## src/rtl/gray_ptr_ctrl_if.sv

```systemverilog
`timescale 1ns/1ps
// Bus between one FIFO side's pointer controller and the logic around it:
// request/clear and synchronised remote pointer in, address/pointer/status out.
interface gray_ptr_if #(
  parameter int ADDR_WIDTH = 4
);
  localparam int N = ADDR_WIDTH + 1;

  logic                  inc_i;
  logic                  clr_i;
  logic [N-1:0]          remote_gray_i;
  logic [ADDR_WIDTH-1:0] addr_o;
  logic [N-1:0]          ptr_gray_o;
  logic                  flag_o;
  logic                  almost_o;
  logic [N-1:0]          level_o;
  logic                  err_o;

  modport master (
    output inc_i, clr_i, remote_gray_i,
    input  addr_o, ptr_gray_o, flag_o, almost_o, level_o, err_o
  );

  modport slave (
    input  inc_i, clr_i, remote_gray_i,
    output addr_o, ptr_gray_o, flag_o, almost_o, level_o, err_o
  );
endinterface

```

## src/rtl/gray_ptr_ctrl.sv

```systemverilog
`timescale 1ns/1ps
// Async-FIFO pointer controller for one side of the FIFO.
// MODE 0 is the write side (flag = full), MODE 1 the read side (flag = empty).
// Binary and Gray pointers are both registered so the Gray image leaving
// this domain changes exactly one bit per accepted increment.
module gray_ptr_ctrl #(
  parameter int DLY        = 1,
  parameter int ADDR_WIDTH = 4,
  parameter int MODE       = 0,
  parameter int ALMOST_TH  = 2
) (
  input logic       clk_i,
  input logic       rst_n_i,
  gray_ptr_if.slave bus
);
  localparam int N     = ADDR_WIDTH + 1;
  localparam int DEPTH = 1 << ADDR_WIDTH;

  localparam logic         RST_FLAG  = (MODE == 1);
  localparam logic [N-1:0] FULL_TH   = N'(DEPTH - ALMOST_TH);
  localparam logic [N-1:0] EMPTY_TH  = N'(ALMOST_TH);

  // DLY only shapes simulation timing elsewhere; here it is just sanity-checked
  // together with the structural parameters at elaboration.
  if (ADDR_WIDTH < 2 || ADDR_WIDTH > 16 || ALMOST_TH < 1 ||
      ALMOST_TH > DEPTH - 1 || MODE < 0 || MODE > 1 || DLY < 0) begin : g_bad_param
    $error("gray_ptr_ctrl: illegal parameter combination");
  end

  logic [N-1:0] bin_q, bin_d;
  logic [N-1:0] gray_q, gray_d;
  logic [N-1:0] level_q, level_d;
  logic         flag_q, flag_d;
  logic         almost_q, almost_d;
  logic         err_q, err_d;
  logic         inc_ok;
  logic [N-1:0] remote_bin;

  // Gray-to-binary of the remote pointer: each binary bit is the XOR of all
  // Gray bits from the MSB down to that position.
  always_comb begin
    remote_bin = '0;
    for (int i = 0; i < N; i++) begin
      remote_bin[i] = ^(bus.remote_gray_i >> i);
    end
  end

  // Next-state: pointer advance, Gray image, fill level, flag, almost and sticky error.
  // The write-side full test compares against the remote Gray pointer with its top
  // two bits inverted, which is the Gray image of remote_bin + DEPTH.
  always_comb begin
    inc_ok   = bus.inc_i & ~flag_q & ~bus.clr_i;
    bin_d    = bus.clr_i ? '0 : bin_q + {{(N-1){1'b0}}, inc_ok};
    gray_d   = bin_d ^ (bin_d >> 1);
    level_d  = '0;
    flag_d   = 1'b0;
    almost_d = 1'b0;
    if (MODE == 0) begin
      level_d  = bin_d - remote_bin;
      flag_d   = (gray_d == {~bus.remote_gray_i[N-1:N-2], bus.remote_gray_i[N-3:0]});
      almost_d = (level_d >= FULL_TH);
    end else begin
      level_d  = remote_bin - bin_d;
      flag_d   = (gray_d == bus.remote_gray_i);
      almost_d = (level_d <= EMPTY_TH);
    end
    err_d = bus.clr_i ? 1'b0 : (err_q | (bus.inc_i & flag_q));
  end

  // State registers; reset puts the read side into the empty condition.
  always_ff @(posedge clk_i or negedge rst_n_i) begin
    if (!rst_n_i) begin
      bin_q    <= '0;
      gray_q   <= '0;
      level_q  <= '0;
      flag_q   <= RST_FLAG;
      almost_q <= RST_FLAG;
      err_q    <= 1'b0;
    end else begin
      bin_q    <= bin_d;
      gray_q   <= gray_d;
      level_q  <= level_d;
      flag_q   <= flag_d;
      almost_q <= almost_d;
      err_q    <= err_d;
    end
  end

  assign bus.addr_o     = bin_q[ADDR_WIDTH-1:0];
  assign bus.ptr_gray_o = gray_q;
  assign bus.flag_o     = flag_q;
  assign bus.almost_o   = almost_q;
  assign bus.level_o    = level_q;
  assign bus.err_o      = err_q;
endmodule
```

## src/flat_wrapper.sv

```systemverilog
// flat-port wrapper written by rule: the top's interface ports become plain ports
module gray_ptr_ctrl_flat 
#(
  parameter int DLY        = 1,
  parameter int ADDR_WIDTH = 4,
  parameter int MODE       = 0,
  parameter int ALMOST_TH  = 2
)
  (clk_i, rst_n_i, bus_inc_i, bus_clr_i, bus_remote_gray_i, bus_addr_o, bus_ptr_gray_o, bus_flag_o, bus_almost_o, bus_level_o, bus_err_o);
  gray_ptr_if #(.ADDR_WIDTH(ADDR_WIDTH)) bus_i ();
  input logic clk_i;
  input logic rst_n_i;
  input wire logic [$bits(bus_i.inc_i)-1:0] bus_inc_i;
  input wire logic [$bits(bus_i.clr_i)-1:0] bus_clr_i;
  input wire logic [$bits(bus_i.remote_gray_i)-1:0] bus_remote_gray_i;
  output wire logic [$bits(bus_i.addr_o)-1:0] bus_addr_o;
  output wire logic [$bits(bus_i.ptr_gray_o)-1:0] bus_ptr_gray_o;
  output wire logic [$bits(bus_i.flag_o)-1:0] bus_flag_o;
  output wire logic [$bits(bus_i.almost_o)-1:0] bus_almost_o;
  output wire logic [$bits(bus_i.level_o)-1:0] bus_level_o;
  output wire logic [$bits(bus_i.err_o)-1:0] bus_err_o;
  assign bus_i.inc_i = bus_inc_i;
  assign bus_i.clr_i = bus_clr_i;
  assign bus_i.remote_gray_i = bus_remote_gray_i;
  assign bus_addr_o = bus_i.addr_o;
  assign bus_ptr_gray_o = bus_i.ptr_gray_o;
  assign bus_flag_o = bus_i.flag_o;
  assign bus_almost_o = bus_i.almost_o;
  assign bus_level_o = bus_i.level_o;
  assign bus_err_o = bus_i.err_o;
  gray_ptr_ctrl #(.DLY(DLY), .ADDR_WIDTH(ADDR_WIDTH), .MODE(MODE), .ALMOST_TH(ALMOST_TH)) u_core (.clk_i(clk_i), .rst_n_i(rst_n_i), .bus(bus_i));
endmodule
```

## config.mk

```make
export PLATFORM = sky130hd
export DESIGN_NAME = gray_ptr_ctrl_flat
export DESIGN_NICKNAME = d
export VERILOG_FILES = /design/src/rtl/gray_ptr_ctrl_if.sv /design/src/rtl/gray_ptr_ctrl.sv /design/src/flat_wrapper.sv
export SDC_FILE = /design/constraint.sdc
export NUM_CORES = 1
export LEC_CHECK = 0
export CORE_MARGIN = 2
export CORE_UTILIZATION = 33
export CTS_BUF_LIST = sky130_fd_sc_hd__clkbuf_4
export DETAILED_ROUTE_END_ITERATION = 10
export PLACE_DENSITY_LB_ADDON = 0.1
export SETUP_SLACK_MARGIN = 0.1
export SLEW_MARGIN = 40
export SYNTH_ARGS = -nofsm -noshare
export SYNTH_HDL_FRONTEND = slang
export SYNTH_SLANG_ARGS = --single-unit
```

## constraint.sdc

```tcl
create_clock -name clk_i -period 5.84 [get_ports clk_i]
set_clock_uncertainty 0.1 [all_clocks]
set_input_delay 0.876 -clock clk_i [delete_from_list [all_inputs] [get_ports clk_i]]
set_output_delay 0.876 -clock clk_i [all_outputs]
set_load 0.03 [all_outputs]
```

=== Word-level counts from Yosys, hierarchy flattened ===
Index checks and enable logic that the tools add are counted.

* Add/sub/neg operators: 2
* $lt $le $gt $ge: 1
* Equal/unequal tests: 1
* Mux-type cells: 2
* Bitwise logic cells: 8
* Reductions and logical operators: 5

{| class="wikitable"
|+ Operator list
! cell !! number
|-
| 5-bit parity || 5
|-
| 5-bit by 1-bit adder with 5-bit output || 1
|-
| 5-bit equality test || 1
|-
| 5-bit by 4-bit greater-or-equal comparator with 1-bit output, second input constant || 1
|-
| 5-bit 2-to-1 mux || 1
|-
| 5-bit subtractor || 1
|-
| 5-bit by 4-bit bitwise XOR with 5-bit output || 1
|-
| 1-bit bitwise AND || 3
|-
| 1-bit inverter || 2
|-
| 2-bit inverter || 1
|-
| 1-bit 2-to-1 mux || 1
|-
| 1-bit bitwise OR || 1
|}

* Flip-flop bits (word level): 18
* Bits of input ports: 9
* Output and inout bits: 17
* Word-level logic and storage cells: 25

=== Logic depth before layout (Yosys ltp) ===
* Depth in word-level cells: 7
* Gate-level depth with buffers: 12
* Depth with buffers taken out: 11

=== Least setup slack after synthesis ===
OpenSTA, ideal clock, no wires.

* Kind: input port to flip-flop
* From: in bus_clr_i
* To: reg u_core.almost_q (netlist: u_core.bus.almost_o)
* Setup time: 0.083 ns
* Arrival: 2.887 ns
* Required time: 5.657 ns
* Slack: 2.770 ns
* Stages: 11
* Path buffers: 1
* Path through: buf_4 nor3b_1 ha_1 ha_1 xnor2_1 nor2_1 ha_1 a21o_1 a21oi_1 xnor3_1 o21ai_0

* Word-level cells in the longest chain between the ends: 6

{| class="wikitable"
|+ Ends and longest elaborated chain
! item !! line !! source
|-
| from (decl) || flat_wrapper.sv:14 || <nowiki>input wire logic [$bits(bus_i.clr_i)-1:0] bus_clr_i;</nowiki>
|-
| 1-bit inverter || gray_ptr_ctrl.sv:52 || <nowiki>inc_ok = bus.inc_i & ~flag_q & ~bus.clr_i;</nowiki>
|-
| 1-bit bitwise AND || gray_ptr_ctrl.sv:52 ||
|-
| 5-bit by 1-bit adder with 5-bit output || gray_ptr_ctrl.sv:53 || <nowiki>bin_d = bus.clr_i ? '0 : bin_q + {{(N-1){1'b0}}, inc_ok};</nowiki>
|-
| 5-bit 2-to-1 mux * || gray_ptr_ctrl.sv:53 ||
|-
| via u_core.bin_d[2] || gray_ptr_ctrl.sv:30 || <nowiki>logic [N-1:0] bin_q, bin_d;</nowiki>
|-
| 5-bit subtractor * || gray_ptr_ctrl.sv:59 || <nowiki>level_d = bin_d - remote_bin;</nowiki>
|-
| 5-bit by 4-bit greater-or-equal comparator with 1-bit output * || gray_ptr_ctrl.sv:61 || <nowiki>almost_d = (level_d >= FULL_TH);</nowiki>
|-
| via u_core.almost_d || gray_ptr_ctrl.sv:34 || <nowiki>logic almost_q, almost_d;</nowiki>
|-
| to (signal assigned) || gray_ptr_ctrl.sv:84 || <nowiki>almost_q <= almost_d;</nowiki>
|-
| to (decl) || gray_ptr_ctrl.sv:34 ||
|}

Mark *: on every way through the listed nets, which the timed path passes. The rest lies on a longest branch.

=== Worst setup path in the final report ===
Same ends and word-level chain as after synthesis.

==> impl_metrics.prom <==
# TYPE chip_impl_metric gauge
chip_impl_metric{name="cts_htree_levels",unit=""} 1
chip_impl_metric{name="initialDrtViolationCount",unit=""} 4
chip_impl_metric{name="globalplace.congestion",unit=""} 0.765
chip_impl_metric{name="yosysWarningCount",unit=""} 0
chip_impl_metric{name="max_cap_violations",unit=""} 0
chip_impl_metric{name="number_of_buffers_inserted_during_clock_tree_synthesis",unit=""} 3
chip_impl_metric{name="grt_pass1_vias",unit=""} 626
chip_impl_metric{name="fill_cells",unit=""} 263
chip_impl_metric{name="max_freq",unit="MHz"} 280
chip_impl_metric{name="yosys_register_bits",unit=""} 17
chip_impl_metric{name="timing.max_slew.rel_slack",unit="%"} 68.7
chip_impl_metric{name="grt_pass1_wl",unit="um"} 2700
chip_impl_metric{name="ff2ff_path_depth",unit=""} 10
chip_impl_metric{name="area.growth.synth_to_final",unit="%"} 33.2
chip_impl_metric{name="tightestPinTransition",unit="ns"} 0.467
chip_impl_info{name="holdCritPathClass",value="in2async"} 1
chip_impl_metric{name="worst-endpoint-required",unit="ns"} 5.95
chip_impl_metric{name="reg2reg_setup_slack",unit="ns"} 3.16
chip_impl_metric{name="postCtsSetupBuffers",unit=""} 0
chip_impl_info{name="timing.rr.start",value="u_core.bus.flag_o$_DFF_PN0_"} 1
chip_impl_metric{name="maximum_number_of_pins_on_one_net_before_global_route_repair",unit=""} 18
chip_impl_info{name="startpoint_type",value="input pin"} 1
chip_impl_info{name="netlist.top_cell.by_area",value="dfrtp_1"} 1
chip_impl_metric{name="seq_area_frac_synth",unit="%"} 46.4
chip_impl_metric{name="die_w",unit="um"} 56.7
chip_impl_metric{name="yosys.cell_types.count",unit=""} 25
chip_impl_metric{name="totalWireLength",unit="um"} 1660
chip_impl_metric{name="postLayoutSetupSlackWorst",unit="ns"} 2.27
chip_impl_metric{name="reg_clk_slew_reported_paths",unit="ns"} 0.10
chip_impl_metric{name="routed_via_density",unit=""} 4.58
chip_impl_metric{name="power.leakage",unit="nW"} 0.599
chip_impl_metric{name="multi_input_comb_area",unit="um^2"} 454
chip_impl_info{name="critical_path.reg2reg.endpoint",value="u_core.bus.almost_o$_DFF_PN0_"} 1
chip_impl_metric{name="initial_core_util",unit="%"} 34.1
chip_impl_metric{name="setup_tns",unit="ns"} 0
chip_impl_metric{name="power_per_cell_area",unit="mW/mm^2"} 262
chip_impl_metric{name="total_inserted_antenna_cells",unit=""} 0
chip_impl_metric{name="drt_pass1_iterations",unit=""} 4
chip_impl_metric{name="fin_hold_ws",unit="ns"} 0.383
chip_impl_metric{name="port-buffer-count",unit=""} 25
chip_impl_info{name="cts_tree",value="done"} 1
chip_impl_metric{name="detailed_place_hpwl",unit="um"} 1300
chip_impl_metric{name="route.detailed.drc",unit=""} 0
chip_impl_metric{name="synthesis.nets",unit=""} 96
chip_impl_metric{name="tritoncts_num_sinks",unit=""} 17
chip_impl_metric{name="preCtsSetupSlack",unit="ns"} 1.94
chip_impl_metric{name="design_area",unit="mm^2"} 0.00122
chip_impl_metric{name="synth_top_area_share",unit="%"} 46.4
chip_impl_metric{name="maxSlewViolCount",unit=""} 0
chip_impl_metric{name="seq_area",unit="um^2"} 425
chip_impl_info{name="clockRootBuffer",value="clkbuf_4"} 1
chip_impl_info{name="synth.top_cells.by_area",value="dfrtp_1, ha_1, xnor2_1, xor2_1, inv_1"} 1
chip_impl_metric{name="timing.final.hold_violations",unit=""} 0
chip_impl_metric{name="synthesis.instances",unit=""} 80
chip_impl_metric{name="post-route-period-util",unit="%"} 61.2
chip_impl_metric{name="worstSkewPairLatency",unit="ns"} 0.29
chip_impl_metric{name="clk_path_buf_depth",unit=""} 2
chip_impl_metric{name="final_antenna_net_count",unit=""} 0
chip_impl_metric{name="timing.final.setup_violations",unit=""} 0
chip_impl_info{name="rsz0062_at_grt",value="false"} 1
chip_impl_metric{name="syn-mean-instance-area",unit="um^2"} 11.5
chip_impl_metric{name="die_h",unit="um"} 56.7
chip_impl_metric{name="globalRouteTotalUtil",unit="%"} 11.2
chip_impl_info{name="worstSetupPathType",value="in2reg"} 1
chip_impl_metric{name="final.min_clock_period",unit="ns"} 3.57
chip_impl_metric{name="globalRouteOverflowTotal",unit=""} 0
chip_impl_metric{name="antenna_found_initial",unit=""} 0
chip_impl_metric{name="syn_area",unit="um^2"} 917
chip_impl_metric{name="detail_route.wl_per_cell",unit="um"} 11.9
chip_impl_metric{name="routed-via-count",unit=""} 636
chip_impl_metric{name="placed_area",unit="mm^2"} 0.00120
chip_impl_metric{name="ir_worst_vdd",unit="uV"} 163
chip_impl_metric{name="design_power_total",unit="mW"} 0.320
chip_impl_metric{name="design.die.area",unit="mm^2"} 0.00322
chip_impl_metric{name="critical_path_peak_fanout",unit=""} 12
chip_impl_info{name="run_status",value="finished, final reports clean"} 1
chip_impl_metric{name="cts-hold-fix-buffers",unit=""} 0
chip_impl_metric{name="design.core.area",unit="mm^2"} 0.00269
chip_impl_metric{name="post_route_cells_drive_above_1_share",unit="%"} 8.33
chip_impl_info{name="timing.critical_path.to_type",value="flop"} 1
chip_impl_metric{name="num-nets-final",unit=""} 125
chip_impl_metric{name="core.rowCount",unit=""} 19
chip_impl_metric{name="critical_path_arrival",unit="ns"} 3.69
chip_impl_metric{name="design.portCount",unit=""} 26
chip_impl_metric{name="cts.repair.resized",unit=""} 0
[area by class of cell]
class	count	share of cell area, %
tap	31	3.18
sequential	17	34.8
clock inverter	1	0.410
clock buffer	3	1.84
inverter	8	2.46
timing repair buffer	25	20.1
multi-input combinational	54	37.2
[cell usage after synthesis, drive strengths merged]
cell type	instances
nand2b	3
fa	1
xnor2	8
a22oi	1
o211a	1
a21oi	3
nor3b	1
o221a	1
ha	6
a21o	1
xnor3	1
a311oi	1
inv	8
nor2b	3
dfrtp	17
o21ai	3
xor2	7
nor3	1
mux2	2
nand3	2
buf	1
nand2	1
nor2	7
[cells in the final DEF (no fill, tap or decap), drive strengths merged, types with 6 or more instances in the layout]
cell type      Yosys  routed
clkdlybuf4s50      0      24
xor2               7       7
xnor2              8       8
dfrtp             17      17
inv                8       8
nor2               7       7
ha                 6       6
[logic make-up (layout without fill, tap and decap cells)]
family,after synthesis,in the layout,synth area share (%)
multiplexers,2,2,3.27
AO/OA/AOI/OAI,11,11,8.19
XOR/XNOR,16,16,17.6
adder cells (fa/ha/maj),7,7,10.4
AND/OR/NAND/NOR,18,18,10.1
buffers and inverters,9,37,4.09
flip-flops,17,17,46.4
[how the worst max path moves through the flow]
stage | start | end | slack, ns | depth (start not counted)
floorplan | bus_clr_i | u_core.bus.almost_o$_DFF_PN0_ | 2.77 | 11
global placement | bus_clr_i | u_core.bus.almost_o$_DFF_PN0_ | 2.04 | 11
detailed placement | bus_clr_i | u_core.bus.almost_o$_DFF_PN0_ | 1.94 | 11
CTS | bus_clr_i | u_core.bus.almost_o$_DFF_PN0_ | 2.25 | 11
global route | bus_clr_i | u_core.bus.almost_o$_DFF_PN0_ | 1.98 | 11
finish | bus_clr_i | u_core.bus.almost_o$_DFF_PN0_ | 2.27 | 11
[layer usage]
metal / share of wire [%] / global-route usage (%) / vias to the layer above
met5: 0 / 0 / -
met4: 2.5 / 8.16 / 0
met3: 4.6 / 2.30 / 4
met2: 44 / 16.9 / 16
met1: 48 / 14.0 / 295
li1: - / - / 321
[power breakdown]
part           internal, mW  total, mW  switching [mW]
clock                0.0255     0.0624          0.0369
sequential            0.133      0.137         0.00382
combinational        0.0530      0.121          0.0679
total                 0.211      0.320           0.109
[per-stage QoR]
step | utilization, % | instances
2_1_floorplan | - | 80
3_3_place_gp | 44.6 | 135
3_5_place_dp | 44.6 | 135
4_1_cts | 45.6 | 139
5_1_grt | 45.5 | 139
6_report | 45.5 | 139
[worst max-delay path, stage by stage]
cell and delay [ns]:
clkdlybuf4s50_1 0.62, nor3b_1 0.30, ha_1 0.21, ha_1 0.19
xnor2_1 0.12, nor2_1 0.39, ha_1 0.35, a21o_1 0.16
a21oi_1 0.15, xnor3_1 0.25, o21ai_0 0.08
[flip-flops by register name (all words and copies together), names as in the netlist]
register / cells
u_core.bin_q: 5
u_core.bus.almost_o: 1
u_core.bus.err_o: 1
u_core.bus.flag_o: 1
u_core.bus.level_o: 5
u_core.bus.ptr_gray_o: 4
Note: power is estimated with default switching activity, not from simulation.
